--- src/rtl/usb_txenc.sv ---
// usb_txenc: USB transmit line encoder.
// Emits SYNC, LSB-first NRZI data with bit stuffing, and EOP on D+/D-.
module usb_txenc #(
    parameter int CLK_PER_BIT = 4,
    parameter int LOW_SPEED   = 0
) (
    input  logic       clk,
    input  logic       rst,
    input  logic       tx_valid,
    input  logic [7:0] tx_data,
    input  logic       tx_last,
    output logic       tx_ready,
    output logic       dp,
    output logic       dn,
    output logic       oe,
    output logic       busy,
    output logic       err_underrun
);

    localparam int DW = (CLK_PER_BIT > 1) ? $clog2(CLK_PER_BIT) : 1;
    localparam logic [DW-1:0] DIV_MAX = DW'(CLK_PER_BIT - 1);
    localparam logic J_DP = (LOW_SPEED == 0);

    typedef enum logic [2:0] {
        IDLE,
        SYNC,
        DATA,
        ABORT,
        EOP
    } state_t;

    state_t        state_q, state_d;
    logic [DW-1:0] div_q, div_d;
    logic [2:0]    bit_q, bit_d;
    logic [2:0]    ones_q, ones_d;
    logic [2:0]    cnt_q, cnt_d;
    logic [7:0]    shift_q, shift_d;
    logic          last_q, last_d;
    logic          lvl_q, lvl_d;
    logic          se0_q, se0_d;
    logic          oe_q, oe_d;
    logic          err_q, err_d;
    logic          dp_q, dp_d;
    logic          dn_q, dn_d;

    logic strobe;
    logic stuff;
    logic byte_end;
    logic fetch;

    // One bit of NRZI: a 1 holds the level (J=1) and extends the run
    function automatic logic [3:0] nrzi(
        input logic       b,
        input logic       lvl,
        input logic [2:0] ones
    );
        return b ? {lvl, ones + 3'd1} : {~lvl, 3'd0};
    endfunction

    assign strobe   = (div_q == DIV_MAX);
    assign stuff    = (ones_q == 3'd6);
    assign byte_end = (bit_q == 3'd7) && !stuff;
    assign fetch    = (state_q == DATA) && strobe && byte_end && !last_q;

    assign tx_ready     = !rst && ((state_q == IDLE) || fetch);
    assign dp           = dp_q;
    assign dn           = dn_q;
    assign oe           = oe_q;
    assign busy         = (state_q != IDLE);
    assign err_underrun = err_q;

    // State and datapath registers with synchronous reset
    always_ff @(posedge clk) begin
        if (rst) begin
            state_q <= IDLE;
            div_q   <= '0;
            bit_q   <= '0;
            ones_q  <= '0;
            cnt_q   <= '0;
            shift_q <= '0;
            last_q  <= 1'b0;
            lvl_q   <= 1'b1;
            se0_q   <= 1'b0;
            oe_q    <= 1'b0;
            err_q   <= 1'b0;
            dp_q    <= J_DP;
            dn_q    <= ~J_DP;
        end else begin
            state_q <= state_d;
            div_q   <= div_d;
            bit_q   <= bit_d;
            ones_q  <= ones_d;
            cnt_q   <= cnt_d;
            shift_q <= shift_d;
            last_q  <= last_d;
            lvl_q   <= lvl_d;
            se0_q   <= se0_d;
            oe_q    <= oe_d;
            err_q   <= err_d;
            dp_q    <= dp_d;
            dn_q    <= dn_d;
        end
    end

    // Next state: transitions happen only on a bit strobe, except leaving IDLE
    always_comb begin
        state_d = state_q;
        unique case (state_q)
            IDLE: begin
                if (tx_valid) state_d = SYNC;
            end
            SYNC: begin
                if (strobe && bit_q == 3'd7) state_d = DATA;
            end
            DATA: begin
                if (strobe && byte_end) begin
                    if (last_q)         state_d = EOP;
                    else if (!tx_valid) state_d = ABORT;
                end
            end
            ABORT: begin
                if (strobe && cnt_q == 3'd6) state_d = EOP;
            end
            EOP: begin
                if (strobe && cnt_q == 3'd2) state_d = IDLE;
            end
            default: state_d = IDLE;
        endcase
    end

    // Outputs and datapath: each strobe decides what the next bit period shows
    always_comb begin
        div_d   = (state_q == IDLE || strobe) ? '0 : div_q + DW'(1);
        bit_d   = bit_q;
        ones_d  = ones_q;
        cnt_d   = cnt_q;
        shift_d = shift_q;
        last_d  = last_q;
        lvl_d   = lvl_q;
        se0_d   = se0_q;
        oe_d    = oe_q;
        err_d   = 1'b0;
        unique case (state_q)
            IDLE: begin
                lvl_d = 1'b1;
                se0_d = 1'b0;
                oe_d  = 1'b0;
                if (tx_valid) begin
                    shift_d = tx_data;
                    last_d  = tx_last;
                    bit_d   = 3'd0;
                    ones_d  = 3'd0;
                    lvl_d   = 1'b0;
                    oe_d    = 1'b1;
                end
            end
            SYNC: begin
                if (strobe) begin
                    if (bit_q == 3'd7) begin
                        bit_d = 3'd0;
                        {lvl_d, ones_d} = nrzi(shift_q[0], lvl_q, ones_q);
                    end else begin
                        bit_d = bit_q + 3'd1;
                        {lvl_d, ones_d} = nrzi(bit_q == 3'd6, lvl_q, ones_q);
                    end
                end
            end
            DATA: begin
                if (strobe) begin
                    if (stuff) begin
                        lvl_d  = ~lvl_q;
                        ones_d = 3'd0;
                    end else if (bit_q != 3'd7) begin
                        shift_d = shift_q >> 1;
                        bit_d   = bit_q + 3'd1;
                        {lvl_d, ones_d} = nrzi(shift_q[1], lvl_q, ones_q);
                    end else if (last_q) begin
                        se0_d = 1'b1;
                        cnt_d = 3'd0;
                    end else if (tx_valid) begin
                        shift_d = tx_data;
                        last_d  = tx_last;
                        bit_d   = 3'd0;
                        {lvl_d, ones_d} = nrzi(tx_data[0], lvl_q, ones_q);
                    end else begin
                        err_d = 1'b1;
                        cnt_d = 3'd0;
                    end
                end
            end
            ABORT: begin
                if (strobe) begin
                    if (cnt_q == 3'd6) begin
                        se0_d = 1'b1;
                        cnt_d = 3'd0;
                    end else begin
                        cnt_d = cnt_q + 3'd1;
                    end
                end
            end
            EOP: begin
                if (strobe) begin
                    if (cnt_q == 3'd1) begin
                        se0_d = 1'b0;
                        lvl_d = 1'b1;
                    end
                    if (cnt_q == 3'd2) begin
                        oe_d    = 1'b0;
                        cnt_d   = 3'd0;
                        bit_d   = 3'd0;
                        ones_d  = 3'd0;
                        shift_d = 8'h00;
                        last_d  = 1'b0;
                    end else begin
                        cnt_d = cnt_q + 3'd1;
                    end
                end
            end
            default: begin
                oe_d = 1'b0;
            end
        endcase
        dp_d = se0_d ? 1'b0 : (lvl_d ? J_DP : ~J_DP);
        dn_d = se0_d ? 1'b0 : (lvl_d ? ~J_DP : J_DP);
    end

endmodule

--- config.mk ---
export PLATFORM = sky130hd
export DESIGN_NAME = usb_txenc
export DESIGN_NICKNAME = d
export VERILOG_FILES = /design/src/rtl/usb_txenc.sv
export SDC_FILE = /design/constraint.sdc
export NUM_CORES = 1
export LEC_CHECK = 0
export CAP_MARGIN = 20
export CORE_MARGIN = 5
export CORE_UTILIZATION = 33
export CTS_CLUSTER_DIAMETER = 80
export DETAILED_ROUTE_END_ITERATION = 7
export GPL_TIMING_DRIVEN = 0
export PLACE_DENSITY_LB_ADDON = 0.3
export SLEW_MARGIN = 10
export SYNTH_ARGS = -nofsm -noshare
export SYNTH_HDL_FRONTEND = slang
export SYNTH_SLANG_ARGS = --single-unit
--- constraint.sdc ---
create_clock -name clk -period 4.2 [get_ports clk]
set_input_delay 1.26 -clock clk [delete_from_list [all_inputs] [get_ports clk]]
set_output_delay 1.26 -clock clk [all_outputs]
set_load 0.01 [all_outputs]
==> flow_summary.yaml <==
sta:
  setup_viol: 0
  max_slew.worst_pin.slew_ns: 0.859
  drv_slew: 0
  slew_headroom_pct: 42.0
  fin_crit_sh_pct: 95.4
  fmax_mhz: 250
  min_period_ns: 4.01
  rsz0062_at_grt: "false"
  setup-tns-final_ns: 0
  finClkSkew_ns: 0.00494
  final_hold_viol_count: 0
  setup_ws_ns: 0.194
yosys:
  yosys.area.top_type_share_pct: 30.6
  syn_area_per_cell_um2: 8.51
  synthArstFlopShare_pct: 0
  netlist_instances: 223
  yosysWarningCount: 0
  yosysTopAreaCell: "dfxtp_1"
  synth_cell_types: 64
  syn_nets: 241
  yosysSeqAreaShare_pct: 30.6
  synth_flop_cell: "dfxtp_1"
  synth_edf_count: 0
  synthTopCellsByArea: "dfxtp_1, a21oi_1, ha_1"
  netlist_area_um2: 1900
  ys_seq_elements: 29
placed_design:
  portBuffers: 17
  hpwlAfterDp_um: 3610
  finalWeightedCongestion: 0.910
  pre_cts_slack_ns: 0.165
drt:
  vias: 1747
  avgRoutedWirePerCell_um: 15.4
  wl_um: 4930
  met1_length_um: 2370
  ant_nets: 0
  drc: 0
  drtIter0Drc: 97
  met2_length_um: 2260
  wl_met3_um: 240
  top_layer: "met4"
  drt_pass1_iterations: 4
  via_per_inst: 5.46
pwr:
  leakagePower_nw: 0.823
  p_per_area_nw_per_um2: 305
  p_comb_share_pct: 18.5
  power_frac_seq_pct: 43.9
  intPower_uw: 501
  clockPowerShare_pct: 37.6
  p_sw_uw: 190
  max-vdd-ir-drop_mv: 0.156
  switching_share_pct: 27.5
final_layout:
  diodes: 0
  post_route_cells_drive_above_1_share_pct: 13.3
  area_growth_pct: 19.1
  final_cell_mix: "dfxtp_1, a21oi_1, clkdlybuf4s50_1"
  nets: 265
  final_common_cell: "dfxtp_1"
floorplan:
  ios: 18
  die_width_um: 85.8
  core_area_um2: 5540
  die_y_um: 85.8
  initial_core_util_pct: 34.3
  die-area_um2: 7370
  rows: 27
cts:
  numCtsBuffers: 5
  hold_buffers: 0
  ctsResizeCount: 0
  cts_setup_buffers: 0
  cts_root_buf: "clkbuf_8"
  clk_latency_ns: 0.28
  h-tree-depth: 2
  cts_sinks: 29
  cts_tree: "done"
  path_clk_slew_ns: 0.07
  cts.path.max_buffers: 2
setup_path:
  worst_setup_path_start_kind: "input port"
  path_class: "input port to primary output"
  required_ns: 2.94
  crit_fanout: 3
  critPathCaptureType: "primary output"
  crit_arrival_ns: 2.75
global_route:
  antenna_found_initial: 0
  gr-total-overflow: 0
  track_usage_pct: 14.4
  grt_pass1_vias: 1679
  grt_pass1_wl_um: 8440
  grt_max_degree: 11
worst_hold_path:
  min_path_type: "register to register"
flow_run:
  cap_violations: 0
run_status:
  status: "complete, no violations"
## final cells by class
class / count / area [um2]
clock inverter: 1 / 5.00
fill: 576 / 3280
timing repair buffer: 17 / 170
sequential: 29 / 581
inverter: 9 / 33.8
multi-input combinational: 169 / 1190
clock buffer: 7 / 96.3
buffer: 16 / 93.8
tap: 72 / 90.1
## worst paths after layout
kind	start	end	cells past startpoint	slack [ns]
max	rst	tx_ready	4	0.19
min	div_q[0]	div_q[0]	1	0.43
max reg2reg	bit_q[1]	ones_q[2]	8	1.86
min reg2reg	div_q[0]	div_q[0]	1	0.43
## synthesized netlist by cell type, drive strengths merged, types with 2 or more instances
master	instances
nand2	16
o21ai	9
nand3	3
dfxtp	29
and2	7
or3	2
o32ai	2
or2	3
a21o	3
a21oi	17
ha	6
or3b	2
buf	8
nor3b	5
a221o	6
a2bb2oi	2
nor2b	5
a21bo	3
nor4b	2
inv	9
nand2b	5
nand4bb	2
a31oi	3
a211oi	2
a32oi	2
a32o	2
nand3b	6
nor3	7
nor2	13
o21bai	2
a2111oi	3
clkbuf	8
nand4	5
mux2	3
a21boi	2
mux2i	2
## power groups by stage
stage,logic (mW),registers [mW],clock network (mW)
2_1_floorplan,0.0813,0.308,0
3_3_place_gp,0.128,0.309,0
3_5_place_dp,0.128,0.309,0
4_1_cts,0.128,0.303,0.270
5_1_grt,0.142,0.305,0.279
6_report,0.127,0.303,0.260
## cells by family after synthesis
kind of cell	count (synthesis)	share of synthesized area, %
adder cells (fa/ha/maj)	6	3.96
buffers and inverters	25	6.72
multiplexers	5	2.83
AO/OA/AOI/OAI	70	27.5
AND/OR/NAND/NOR	88	28.4
flip-flops	29	30.6
## registers in the layout, indices dropped and copies added (netlist names), named ones only
signal / count
dn: 1
last_q: 1
oe: 1
se0_q: 1
div_q: 2
bit_q: 3
cnt_q: 3
ones_q: 3
err_underrun: 1
shift_q: 8
dp: 1
state_q: 3
## routing by layer
metal | global-route usage (%) | up-vias
li1 | - | 882
met1 | 19.8 | 821
met2 | 21.9 | 37
met3 | 3.36 | 7
met4 | 5.04 | 0
met5 | 0 | -
## per-stage QoR
| step | hold slack [ns] | util, % | power [mW] | cell area [um2] | cells |
|---|---|---|---|---|---|
| CTS | 0.431 | 40.8 | 0.701 | 2260 | 320 |
| global placement | 0.419 | 39.0 | 0.437 | 2160 | 312 |
| detailed placement | 0.421 | 39.0 | 0.437 | 2160 | 312 |
| global route | 0.460 | 40.8 | 0.727 | 2260 | 320 |
| finish | 0.427 | 40.8 | 0.690 | 2260 | 320 |
| floorplan | 0.407 | - | 0.389 | 1900 | 223 |
## critical path: stages
cell and delay [ns]:
clkdlybuf4s50_1 0.44, or3_1 0.35, a21oi_1 0.15, clkdlybuf4s50_1 0.55
Note: power is estimated with default switching activity, not from simulation.
